**config.mk**
```make
export PLATFORM = sky130hd
export DESIGN_NAME = updown_counter_ctrl_flat
export DESIGN_NICKNAME = d
export VERILOG_FILES = /design/src/rtl/updown_counter_ctrl_if.sv /design/src/rtl/updown_counter_ctrl.sv /design/src/flat_wrapper.sv
export SDC_FILE = /design/constraint.sdc
export NUM_CORES = 1
export LEC_CHECK = 0
export BUFFER_PORTS_ARGS = -buffer_cell sky130_fd_sc_hd__buf_2
export CAP_MARGIN = 20
export CORE_MARGIN = 2
export CORE_UTILIZATION = 40
export CTS_CLUSTER_SIZE = 8
export DETAILED_ROUTE_END_ITERATION = 8
export PLACE_DENSITY_LB_ADDON = 0.08
export SLEW_MARGIN = 10
export SYNTH_ARGS = -nofsm -noshare
export SYNTH_HDL_FRONTEND = slang
export SYNTH_SLANG_ARGS = --single-unit
```
**constraint.sdc**
```tcl
create_clock -name clock -period 7.3 [get_ports clock]
set_input_delay 0.365 -clock clock [delete_from_list [all_inputs] [get_ports clock]]
set_output_delay 0.365 -clock clock [all_outputs]
set_load 0.01 [all_outputs]
```
**src/rtl/updown_counter_ctrl_if.sv**
```systemverilog
// Button/count bundle for the debounced up/down counter.
// The slave side is the counter itself; the master side raises the buttons
// and consumes the count, step pulses and debounced levels.
interface updown_counter_ctrl_if #(
  parameter int WIDTH = 4
);
  logic             btn_up;
  logic             btn_down;
  logic [WIDTH-1:0] count;
  logic             step_up;
  logic             step_down;
  logic             limit_hit;
  logic             up_held;
  logic             down_held;

  modport master (
    output btn_up, btn_down,
    input  count, step_up, step_down, limit_hit, up_held, down_held
  );

  modport slave (
    input  btn_up, btn_down,
    output count, step_up, step_down, limit_hit, up_held, down_held
  );
endinterface

```
**src/rtl/updown_counter_ctrl.sv**
```systemverilog
// Debounced up/down counter for two raw push-buttons.
// Each pin is synchronised, debounced and edge-detected; a held button
// auto-repeats after a delay. The count runs over 0..MODULUS-1 and either
// wraps or saturates at its limits, with one-cycle step/limit pulses.
module updown_counter_ctrl #(
  parameter int WIDTH          = 4,
  parameter int MODULUS        = 16,
  parameter int DEBOUNCE_LIMIT = 250000,
  parameter int REPEAT_DELAY   = 12500000,
  parameter int REPEAT_RATE    = 2500000,
  parameter bit SATURATE       = 1'b0,
  parameter bit ACTIVE_LOW     = 1'b1
) (
  input  logic                  clock,
  input  logic                  reset_n,
  updown_counter_ctrl_if.slave  bus
);

  localparam int BTN_UP  = 0;
  localparam int BTN_DN  = 1;
  localparam int DBW     = $clog2(DEBOUNCE_LIMIT + 1);
  localparam int RPT_MAX = (REPEAT_DELAY > REPEAT_RATE) ? REPEAT_DELAY : REPEAT_RATE;
  localparam int TW      = $clog2(RPT_MAX + 1);
  localparam bit REPEAT_EN = (REPEAT_DELAY > 0);

  localparam logic [DBW-1:0]   DB_LAST   = DBW'(DEBOUNCE_LIMIT - 1);
  localparam logic [TW-1:0]    DELAY_T   = TW'(REPEAT_DELAY);
  localparam logic [TW-1:0]    RATE_T    = TW'(REPEAT_RATE);
  localparam logic [WIDTH-1:0] CNT_MAX   = WIDTH'(MODULUS - 1);
  localparam logic [1:0]       IDLE_PINS = ACTIVE_LOW ? 2'b11 : 2'b00;

  // Which interval the repeat timer is currently measuring.
  typedef enum logic {PH_FIRST, PH_RATE} rpt_phase_e;

  logic [1:0]       sync_meta;
  logic [1:0]       sync_lvl;
  logic [1:0]       pressed;
  logic [1:0]       held;
  logic [1:0]       other_held;
  logic [1:0]       press;
  logic [1:0]       rpt_fire;
  logic [1:0]       req;
  logic             both_req;
  logic [WIDTH-1:0] count_q;
  logic             step_up_q;
  logic             step_down_q;
  logic             limit_hit_q;

  // Two-flop synchroniser for both raw pins (bit 0 = up, bit 1 = down).
  always_ff @(posedge clock or negedge reset_n) begin
    if (!reset_n) begin
      // NOTE: the synchroniser resets to the released pin level, so a button
      // held through reset is seen as a fresh press rather than a stale one.
      sync_meta <= IDLE_PINS;
      sync_lvl  <= IDLE_PINS;
    end else begin
      // NOTE: non-blocking assignments make the second flop take the old
      // value of the first, which is what gives two stages of settling.
      sync_meta <= {bus.btn_down, bus.btn_up};
      sync_lvl  <= sync_meta;
    end
  end

  assign pressed    = ACTIVE_LOW ? ~sync_lvl : sync_lvl;
  assign other_held = {held[BTN_UP], held[BTN_DN]};
  assign req        = press | rpt_fire;
  assign both_req   = &req;

  for (genvar g = 0; g < 2; g++) begin : g_btn
    logic [DBW-1:0] db_cnt;
    logic           held_r;
    logic           held_d;
    logic           armed;
    rpt_phase_e     phase;
    logic [TW-1:0]  rpt_cnt;
    logic           rpt_due;

    // Debounce: accept a level change only after DEBOUNCE_LIMIT stable cycles.
    always_ff @(posedge clock or negedge reset_n) begin
      if (!reset_n) begin
        db_cnt <= '0;
        held_r <= 1'b0;
        held_d <= 1'b0;
      end else begin
        held_d <= held_r;
        if (pressed[g] == held_r) begin
          db_cnt <= '0;
        end else if (db_cnt == DB_LAST) begin
          held_r <= pressed[g];
          db_cnt <= '0;
        end else begin
          db_cnt <= db_cnt + DBW'(1);
        end
      end
    end

    assign held[g]     = held_r;
    assign press[g]    = held_r & ~held_d;
    assign rpt_due     = (phase == PH_RATE) ? (rpt_cnt == RATE_T) : (rpt_cnt == DELAY_T);
    assign rpt_fire[g] = REPEAT_EN && armed && held_r && !other_held[g] && rpt_due;

    // Repeat timer: counts cycles since the last step of a lone held button.
    always_ff @(posedge clock or negedge reset_n) begin
      if (!reset_n) begin
        armed   <= 1'b0;
        phase   <= PH_FIRST;
        rpt_cnt <= '0;
      end else if (!held_r || other_held[g] || both_req) begin
        armed   <= 1'b0;
        phase   <= PH_FIRST;
        rpt_cnt <= '0;
      end else if (press[g]) begin
        armed   <= REPEAT_EN;
        phase   <= PH_FIRST;
        rpt_cnt <= TW'(1);
      end else if (armed) begin
        if (rpt_fire[g]) begin
          phase   <= PH_RATE;
          rpt_cnt <= TW'(1);
        end else begin
          rpt_cnt <= rpt_cnt + TW'(1);
        end
      end
    end
  end

  // Count register and one-cycle status pulses; opposing requests cancel.
  always_ff @(posedge clock or negedge reset_n) begin
    if (!reset_n) begin
      count_q     <= '0;
      step_up_q   <= 1'b0;
      step_down_q <= 1'b0;
      limit_hit_q <= 1'b0;
    end else begin
      step_up_q   <= 1'b0;
      step_down_q <= 1'b0;
      limit_hit_q <= 1'b0;
      if (req[BTN_UP] && !req[BTN_DN]) begin
        if (count_q == CNT_MAX) begin
          limit_hit_q <= 1'b1;
          if (!SATURATE) begin
            count_q   <= '0;
            step_up_q <= 1'b1;
          end
        end else begin
          count_q   <= count_q + WIDTH'(1);
          step_up_q <= 1'b1;
        end
      end else if (req[BTN_DN] && !req[BTN_UP]) begin
        if (count_q == '0) begin
          limit_hit_q <= 1'b1;
          if (!SATURATE) begin
            count_q     <= CNT_MAX;
            step_down_q <= 1'b1;
          end
        end else begin
          count_q     <= count_q - WIDTH'(1);
          step_down_q <= 1'b1;
        end
      end
    end
  end

  assign bus.count     = count_q;
  assign bus.step_up   = step_up_q;
  assign bus.step_down = step_down_q;
  assign bus.limit_hit = limit_hit_q;
  assign bus.up_held   = held[BTN_UP];
  assign bus.down_held = held[BTN_DN];

endmodule
```
**src/flat_wrapper.sv**
```systemverilog
// flat-port wrapper written by rule: the top's interface ports become plain ports
module updown_counter_ctrl_flat 
#(
  parameter int WIDTH          = 4,
  parameter int MODULUS        = 16,
  parameter int DEBOUNCE_LIMIT = 250000,
  parameter int REPEAT_DELAY   = 12500000,
  parameter int REPEAT_RATE    = 2500000,
  parameter bit SATURATE       = 1'b0,
  parameter bit ACTIVE_LOW     = 1'b1
)
  (clock, reset_n, bus_btn_up, bus_btn_down, bus_count, bus_step_up, bus_step_down, bus_limit_hit, bus_up_held, bus_down_held);
  updown_counter_ctrl_if #(.WIDTH(WIDTH)) bus_i ();
  input  logic clock;
  input  logic reset_n;
  input wire logic [$bits(bus_i.btn_up)-1:0] bus_btn_up;
  input wire logic [$bits(bus_i.btn_down)-1:0] bus_btn_down;
  output wire logic [$bits(bus_i.count)-1:0] bus_count;
  output wire logic [$bits(bus_i.step_up)-1:0] bus_step_up;
  output wire logic [$bits(bus_i.step_down)-1:0] bus_step_down;
  output wire logic [$bits(bus_i.limit_hit)-1:0] bus_limit_hit;
  output wire logic [$bits(bus_i.up_held)-1:0] bus_up_held;
  output wire logic [$bits(bus_i.down_held)-1:0] bus_down_held;
  assign bus_i.btn_up = bus_btn_up;
  assign bus_i.btn_down = bus_btn_down;
  assign bus_count = bus_i.count;
  assign bus_step_up = bus_i.step_up;
  assign bus_step_down = bus_i.step_down;
  assign bus_limit_hit = bus_i.limit_hit;
  assign bus_up_held = bus_i.up_held;
  assign bus_down_held = bus_i.down_held;
  updown_counter_ctrl #(.WIDTH(WIDTH), .MODULUS(MODULUS), .DEBOUNCE_LIMIT(DEBOUNCE_LIMIT), .REPEAT_DELAY(REPEAT_DELAY), .REPEAT_RATE(REPEAT_RATE), .SATURATE(SATURATE), .ACTIVE_LOW(ACTIVE_LOW)) u_core (.clock(clock), .reset_n(reset_n), .bus(bus_i));
endmodule
```
==> metrics, run 1 <==
Worst Skew=0.00758 ns; Internal Power=0.850 mW; Final Setup Violations=0; Reg power frac=52.6%; max_cap viols=0; CP max stage delay=0.88 ns; CTS sink count=103; Worst Max-Slew Pin Slew=1.05 ns; unique cell type count in the Yosys netlist=49; pin count of the biggest net entering global routing=59; placer congestion estimate=0.841; Sw Share=22.5%; Total GRT Usage=17.3%; combinational power share=1.9%; initial cell density of the core=41.1%; Syn Nets=611; # fillers=1309; Cells after Synth=594; Yosys reg bits=103; Min-Delay Path Class=input pin to async pin; Final min period=4.53 ns; P_leak=2.45 nW; Std-Cell Rows=42; CTS tree=built; Critical Path, Cell by Cell=inv_1 > ha_1 > nor4bb_1 > nand4_1 > a211o_1 > a21boi_4 > inv_1 > ha_1 > nor3b_1 > nand2_1 > nor2_1 > nand2_1 > o311ai_0; starting DRC count in detailed routing=262; top cell family by delay on the critical path=simple AND/OR/NAND/NOR gates; first-pass GRT wire length=20300 µm; predominant post-synthesis flop cell=dfrtp_1; Mapped Area=0.00546 mm²; CP Launch Type=register; Die H=121 µm; maximum fanout along the worst path=13; First-pass DRT Iterations=5; status=completed; I/O pin count=13; sequential fraction of the synthesis area=47.3%; setup TNS=0 ns; Tcrit/Tclk final=62.1%; Clock transition at path regs=0.07 ns; # diodes=0; RSZ-0062 raised after global routing=false; VDD IR-drop max=0.121 mV; Max H-tree Level=3; Synth Area per Inst=9.19 µm²; cell total after placement=760; nets@finish=613; worst skew pair latency=0.36 ns; Die Width=121 µm; post-CTS sizing=0; Arr. time, crit path=4.77 ns; critical path data required time=7.53 ns; deepest clock path buffer count=2; r2r setup slk=2.77 ns; Post-CTS Repair Setup Buffers=0; Finished Layout Cells=776; EDFF count, synth=0; DR vias=4195; CP endpoint kind=register; hold_buf cts=0; kind of critical path=register to register; residual DRC count=0; GRT overflow=0; asr flop ratio synth=100%; Pwr Density=184 mW/mm²; final slew viol count=0; core area=0.0133 mm²; most frequent cells in the layout=dfrtp_1 (99), nor2_1 (84), nand2_1 (66); worst path buffer plus inverter count=2; final hold violations=0; Detailed Route WL=11700 µm; Max Clk Rate=221 MHz; number of antenna violations at the first check in global routing=0; layout cells sized above 1=6.83%; P&R area growth vs syn=9.12%; Detailed Place HPWL=7860 µm; Die ar.=0.0146 mm²; vias per cell=5.41; Clock power frac=45.5%; Worst slew margin=29.4%; Slowest cell on crit path=nor2_1; CTS root buf=clkbuf_16; CTS Buf Count=9; vias in the first global route=4082; switching power=0.248 mW; commonest non-fill, non-tap cell in the layout=dfrtp_1; antenna viol nets, final=0; # port buffers=12; Synth warnings=0; wire per inst=15.1 µm
## power by group through the flow
stage,logic (mW),registers [mW],clock network [mW]
2_1_floorplan,0.00765,0.588,0
3_3_place_gp,0.0216,0.588,0
3_5_place_dp,0.0223,0.589,0
4_1_cts,0.0223,0.577,0.519
5_1_grt,0.0250,0.578,0.538
6_report,0.0207,0.577,0.500
## sequential cells by signal, summed over array words and instances, names as in the netlist
name                  count
u_core.g_btn.rpt_cnt     48
u_core.bus.step_up        1
u_core.bus.step_down      1
u_core.sync_lvl           2
u_core.bus.down_held      1
u_core.bus.up_held        1
u_core.bus.count          4
u_core.g_btn.armed        2
u_core.sync_meta          2
u_core.g_btn.phase        2
u_core.bus.limit_hit      1
u_core.g_btn.held_d       2
u_core.g_btn.db_cnt      36
## worst register-to-register path, stage by stage (launching register included)
cell	delay, ns
dfrtp_1	0.37
inv_1	0.08
ha_1	0.20
nor4bb_1	0.14
nand4_1	0.10
a211o_1	0.16
a21boi_4	0.23
inv_1	0.08
ha_1	0.23
nor3b_1	0.50
nand2_1	0.42
nor2_1	0.88
nand2_1	0.53
o311ai_0	0.47
## cells by family after synthesis
kind of cell | Yosys count | share of synthesized area [%]
AOI/OAI and AO/OA | 58 | 6.85
xor gates and xnor gates | 62 | 9.95
adders and majority gates | 13 | 2.98
buffers and inverters | 48 | 3.71
DFF | 103 | 47.3
muxes | 1 | 0.183
and+or+nand+nor | 309 | 29.0
## synthesized netlist by cell type (12+ instances only)
cell type  instances  area, µm²
a21oi_1           20        100
clkbuf_1          17       63.8
dfrtp_1           99       2480
ha_1              13        163
inv_1             23       86.3
nand2_1           66        248
nand3_1           43        215
nand4_1           40        250
nor2_1            84        315
nor3_1            12       60.1
o21ai_0           14       70.1
xnor2_1           18        158
xor2_1            44        385
## stage by stage
| stage | cell area, µm² | setup WS [ns] | hold WS [ns] | utilization, % | total power [mW] |
|---|---|---|---|---|---|
| after floorplan | 5460 | 4.03 | 0.0694 | - | 0.596 |
| after global placement | 5650 | 3.16 | 0.347 | 42.5 | 0.610 |
| after detailed placement | 5650 | 2.88 | 0.350 | 42.5 | 0.611 |
| after CTS | 5950 | 2.83 | 0.0369 | 44.8 | 1.12 |
| after global routing | 5960 | 2.18 | 0.0653 | 44.8 | 1.14 |
| final | 5960 | 2.77 | 0.0201 | 44.8 | 1.10 |
## path summary, 6_finish.rpt
| path | startpoint | depth (start not counted) | endpoint |
|---|---|---|---|
| min | reset_n | 1 | u_core.g_btn[1].rpt_cnt[18] |
| max in group asynchronous | reset_n | 2 | u_core.g_btn[1].db_cnt[6] |
| min in group clock | bus_btn_up | 1 | u_core.sync_meta[0] |
| min reg2reg | u_core.sync_meta[1] | 0 | u_core.sync_lvl[1] |
| max reg2reg | u_core.g_btn[0].rpt_cnt[0] | 13 | u_core.g_btn[1].rpt_cnt[5] |
| max | u_core.g_btn[0].rpt_cnt[0] | 13 | u_core.g_btn[1].rpt_cnt[5] |
## cell type report
class	instances	area, µm²	area share [%]
Multi-Input combinational cell	443	2670	44.9
Sequential cell	103	2580	43.4
Clock buffer	9	225	3.78
Tap cell	176	220	3.70
Timing Repair Buffer	16	90.1	1.51
Inverter	23	86.3	1.45
Clock inverter	6	78.8	1.32
## per-layer routing
layer  wire length (µm)  up-vias  track usage [%]
met5                  0        -                0
met4                180        0             5.09
met3                451       18             4.58
met2               5440       65             26.7
met1               5620     2028             24.0
li1                   -     2084                -
(Power assumes the default switching activity.)
==> run 2: changes to the inputs <==
Clock period 7.3 ns to 4.2 ns, I/O delays scaled along.
==> metrics, run 2 (same netlist as run 1, synthesis figures left out) <==
CP startpoint=u_core.g_btn[0].rpt_cnt[15]; P_leak=2.48 nW; P&R area growth vs syn=10.4%; commonest non-fill, non-tap cell in the layout=dfrtp_1; VDD IR-drop max=0.179 mV; max reg flops=48; RSZ-0062 raised after global routing=false; R2R Path Start=u_core.g_btn[0].rpt_cnt[15]; status=finished, violations left; Detailed Place HPWL=7990 µm; maximum fanout along the worst path=6; pin count of the biggest net entering global routing=74; first-pass GRT wire length=20700 µm; # fillers=1293; Final min period=3.78 ns; I/O pin count=13; worst reg2reg path depth=12; Pwr Density=312 mW/mm²; wire per inst=15.1 µm; worst skew pair latency=0.36 ns; reg2reg end=u_core.g_btn[0].rpt_cnt[0]; Max Clk Rate=265 MHz; Worst slew margin=36.9%; DR vias=4268; # diodes=0; deepest clock path buffer count=2; Clock power frac=44.7%; Internal Power=1.44 mW; residual DRC count=0; combinational power share=2.0%; Clock transition at path regs=0.08 ns; starting DRC count in detailed routing=278; Critical Path Sink=u_core.g_btn[0].rpt_cnt[0]; setup TNS=0 ns; CTS tree=built; kind of critical path=register to register; nets@finish=621; critical path data required time=4.47 ns; layout cells sized above 1=8.05%; CTS sink count=103; antenna viol nets, final=0; Die Width=121 µm; initial cell density of the core=41.1%; Worst Max-Slew Pin Slew=0.947 ns; Die H=121 µm; First-pass DRT Iterations=4; Max H-tree Level=3; DP Area=0.00570 mm²; CP endpoint kind=register; Tcrit/Tclk final=90.0%; final slew viol count=0; placer congestion estimate=0.805; Final Setup Violations=0; r2r setup slk=0.42 ns; Post-CTS Repair Setup Buffers=0; number of antenna violations at the first check in global routing=0; CTS Buf Count=9; vias in the first global route=4179; CP Launch Type=register; # port buffers=12; Reg power frac=53.3%; Biggest register=u_core.g_btn.rpt_cnt; Detailed Route WL=11800 µm; GRT overflow=0; Min-Delay Path Class=input pin to async pin; vias per cell=5.44; Std-Cell Rows=42; final hold violations=5; final instance area=0.00603 mm²; Worst Skew=0.0149 ns; most frequent cells in the layout=dfrtp_1 (99), nor2_1 (83), nand2_1 (66); Hold Slack=-0.0133 ns; failing checks=negative hold slack; Sw Share=23.3%; core area=0.0133 mm²; Die ar.=0.0146 mm²; CTS root buf=clkbuf_16; switching power=0.439 mW; Total GRT Usage=17.7%; Arr. time, crit path=4.05 ns; max_cap viols=0
-- run 2: cell types whose count changed in the layout (fill, tap and decap cells not counted) --
cell / before / now
inv_8: 2 / 3
clkinv_8: 0 / 1
buf_4: 4 / 9
dlygate4sd3_1: 0 / 2
nor2_2: 0 / 1
clkinv_4: 2 / 0
clkbuf_8: 0 / 1
bufinv_16: 1 / 0
clkdlybuf4s15_2: 0 / 1
clkinvlp_4: 0 / 1
inv_6: 1 / 0
nor2_1: 84 / 83
clkinv_2: 0 / 1
-- run 2: worst min path at each step --
stage,startpoint,depth (start not counted),endpoint
floorplan,reset_n,0,u_core.bus.count[0]
global placement,bus_btn_down,1,u_core.sync_meta[1]
detailed placement,bus_btn_down,1,u_core.sync_meta[1]
CTS,reset_n,1,u_core.g_btn[0].rpt_cnt[18]
global route,reset_n,1,u_core.g_btn[0].rpt_cnt[18]
finish,reset_n,1,u_core.g_btn[1].rpt_cnt[11]
-- run 2: metrics by stage --
stage / std cells / hold WS (ns) / setup slack [ns] / utilization (%) / power (mW)
3_3_place_gp: 765 / 0.317 / 0.519 / 42.8 / 1.06
2_1_floorplan: 594 / -0.0856 / 0.935 / - / 1.04
3_5_place_dp: 766 / 0.317 / 0.364 / 42.8 / 1.06
6_report: 785 / -0.0133 / 0.421 / 45.3 / 1.88
5_1_grt: 785 / 0.0570 / 0.198 / 45.3 / 1.96
4_1_cts: 784 / 0.0258 / 0.365 / 45.3 / 1.91
-- run 2: power groups by stage --
stage | Combinational [mW] | Sequential (mW) | Clock (mW)
2_1_floorplan | 0.0133 | 1.02 | 0
3_3_place_gp | 0.0379 | 1.02 | 0
3_5_place_dp | 0.0383 | 1.02 | 0
4_1_cts | 0.0400 | 1.00 | 0.868
5_1_grt | 0.0453 | 1.00 | 0.911
6_report | 0.0376 | 1.00 | 0.840
-- run 2: critical path: stages (launching register included) --
cell             delay [ns]
dfrtp_1                0.45
or4_1                  0.53
or4_1                  0.47
a211o_1                0.36
a21boi_4               0.17
inv_1                  0.10
ha_1                   0.20
nor4bb_1               0.10
clkdlybuf4s15_2        0.28
and2_1                 0.23
nor4b_1                0.50
mux2i_1                0.16
o21ai_1                0.14
-- run 2: layout make-up --
class | instances | area [µm²] | area share (%)
clock buffer | 10 | 239 | 3.97
clock inverter | 6 | 62.6 | 1.04
inverter | 23 | 86.3 | 1.43
multi-input combinational | 443 | 2680 | 44.4
sequential | 103 | 2580 | 42.9
tap | 176 | 220 | 3.65
timing repair buffer | 24 | 159 | 2.64
-- run 2: what timing repair did --
action / CTS / global route
gates resized for setup: 0 / 1
hold endpoints to repair: 2 / 0
hold buffers: 2 / 0
endpoints found under the setup margin: 0 / 5
-- run 2: layer usage --
layer | vias up | global-route usage, % | wire length, µm
met5 | - | 0 | 0
met4 | 0 | 5.09 | 123
met3 | 13 | 4.15 | 516
met2 | 72 | 28.4 | 5590
met1 | 2082 | 24.0 | 5590
li1 | 2101 | - | -
==> run 3: changes to the inputs <==
Clock period 4.2 ns to 3.4 ns, I/O delays scaled along.
==> metrics, run 3 (same netlist as run 1, synthesis figures left out) <==
Die Width=121 µm; final slew viol count=0; Detailed Route WL=11900 µm; antenna viol nets, final=0; deepest clock path buffer count=2; Worst slew margin=45.2%; core area=0.0133 mm²; CP startpoint=u_core.g_btn[0].rpt_cnt[19]; final hold violations=0; layout cells sized above 1=10.2%; final core utilization=46.3%; r2r setup slk=0.24 ns; P_leak=2.55 nW; DR vias=4286; status=completed; placer congestion estimate=0.797; starting DRC count in detailed routing=337; VDD IR-drop max=0.355 mV; final worst slack=0.241 ns; Tcrit/Tclk final=92.9%; First-pass DRT Iterations=5; CTS sink count=103; # port buffers=12; commonest non-fill, non-tap cell in the layout=dfrtp_1; I/O pin count=13; Worst Skew=0.00980 ns; Min-Delay Path Class=register to register; CP max stage delay=0.49 ns; Slowest cell on crit path=or4_1; Biggest register=u_core.g_btn.rpt_cnt; worst reg2reg path depth=12; Critical Path, Cell by Cell=or4_1 > or4_1 > a211o_1 > a21boi_4 > inv_1 > ha_2 > nor4bb_2 > a21boi_1 > buf_4 > nand4_1 > xnor2_1 > nor2_1; Clock transition at path regs=0.08 ns; max reg flops=48; max_cap viols=0; GRT overflow=0; CTS tree=built; reg2reg end=u_core.g_btn[0].rpt_cnt[23]; kind of critical path=register to register; Final min period=3.16 ns; most frequent cells in the layout=dfrtp_1 (98), nor2_1 (83), nand2_1 (65); residual DRC count=0; Detailed Place HPWL=8110 µm; CP endpoint kind=register; setup TNS=0 ns; # diodes=0; worst skew pair latency=0.35 ns; Finished Layout Cells=795; Pwr Density=389 mW/mm²; Post-CTS Repair Setup Buffers=0; nets@finish=631; Total GRT Usage=17.8%; Critical Path Most Common Cell=or4_1; vias per cell=5.39; Max Clk Rate=317 MHz; R2R Path Start=u_core.g_btn[0].rpt_cnt[19]; Std-Cell Rows=42; initial cell density of the core=41.1%; wire per inst=15.0 µm; CTS Buf Count=9; Worst Max-Slew Pin Slew=0.822 ns; cell total after placement=776; maximum fanout along the worst path=9; Final Setup Violations=0; number of antenna violations at the first check in global routing=0; CTS root buf=clkbuf_16; pin count of the biggest net entering global routing=63; CP Launch Type=register; Overall Power=2.39 mW; Die H=121 µm; RSZ-0062 raised after global routing=false; vias in the first global route=4284; critical path data required time=3.65 ns; Max H-tree Level=3; Die ar.=0.0146 mm²; Arr. time, crit path=3.41 ns; first-pass GRT wire length=20900 µm; Hold Slack=0.358 ns; Critical Path Sink=u_core.g_btn[0].rpt_cnt[23]; P&R area growth vs syn=12.7%; DP Area=0.00578 mm²; Setup WS pre-CTS=0.0497 ns; final instance area=0.00615 mm²; # fillers=1281
[run 3: final cells by class]
cell class	count	area, µm²	share of cell area [%]
Tap cell	176	220	3.58
Multi-Input combinational cell	443	2690	43.8
Timing Repair Buffer	34	248	4.03
Sequential cell	103	2580	42.0
Clock buffer	9	225	3.66
Clock inverter	7	95.1	1.55
Inverter	23	86.3	1.40
[run 3: worst min path at each step]
stage | depth (start not counted) | startpoint | to | slack (ns)
CTS | 0 | u_core.sync_meta[0] | u_core.sync_lvl[0] | 0.36
global route | 0 | u_core.sync_meta[0] | u_core.sync_lvl[0] | 0.37
finish | 0 | u_core.sync_meta[0] | u_core.sync_lvl[0] | 0.36
detailed placement | 1 | bus_btn_down | u_core.sync_meta[1] | 0.28
floorplan | 0 | reset_n | u_core.bus.count[0] | -0.13
global placement | 1 | bus_btn_down | u_core.sync_meta[1] | 0.28
[run 3: worst max-delay path, delay by kind of cell, from the launching register on]
family | cells | cell delay [ns]
AOI/OAI and AO/OA | 3 | 0.67
xor gates and xnor gates | 1 | 0.18
adders and majority gates | 1 | 0.21
buffers and inverters | 2 | 0.27
DFF | 1 | 0.45
and+or+nand+nor | 5 | 1.28
[run 3: routing by layer]
layer	vias to the layer above	share of wire, %	global-route usage (%)
li1	2115	-	-
met1	2091	47	23.9
met2	69	48	28.3
met3	11	4.0	4.58
met4	0	1.3	5.45
met5	-	0	0
[run 3: where the power goes]
group	leakage, nW	switching, mW	total, mW	internal [mW]
clock	0.157	0.510	1.10	0.595
sequential	1.42	0.00540	1.24	1.23
combinational	0.975	0.0362	0.0481	0.0119
[run 3: what timing repair did]
item,in CTS,in global routing
gates resized for setup,1,6
pin swaps,0,2
hold buffers,3,0
endpoints found under the setup margin,1,37
hold endpoints to repair,60,0
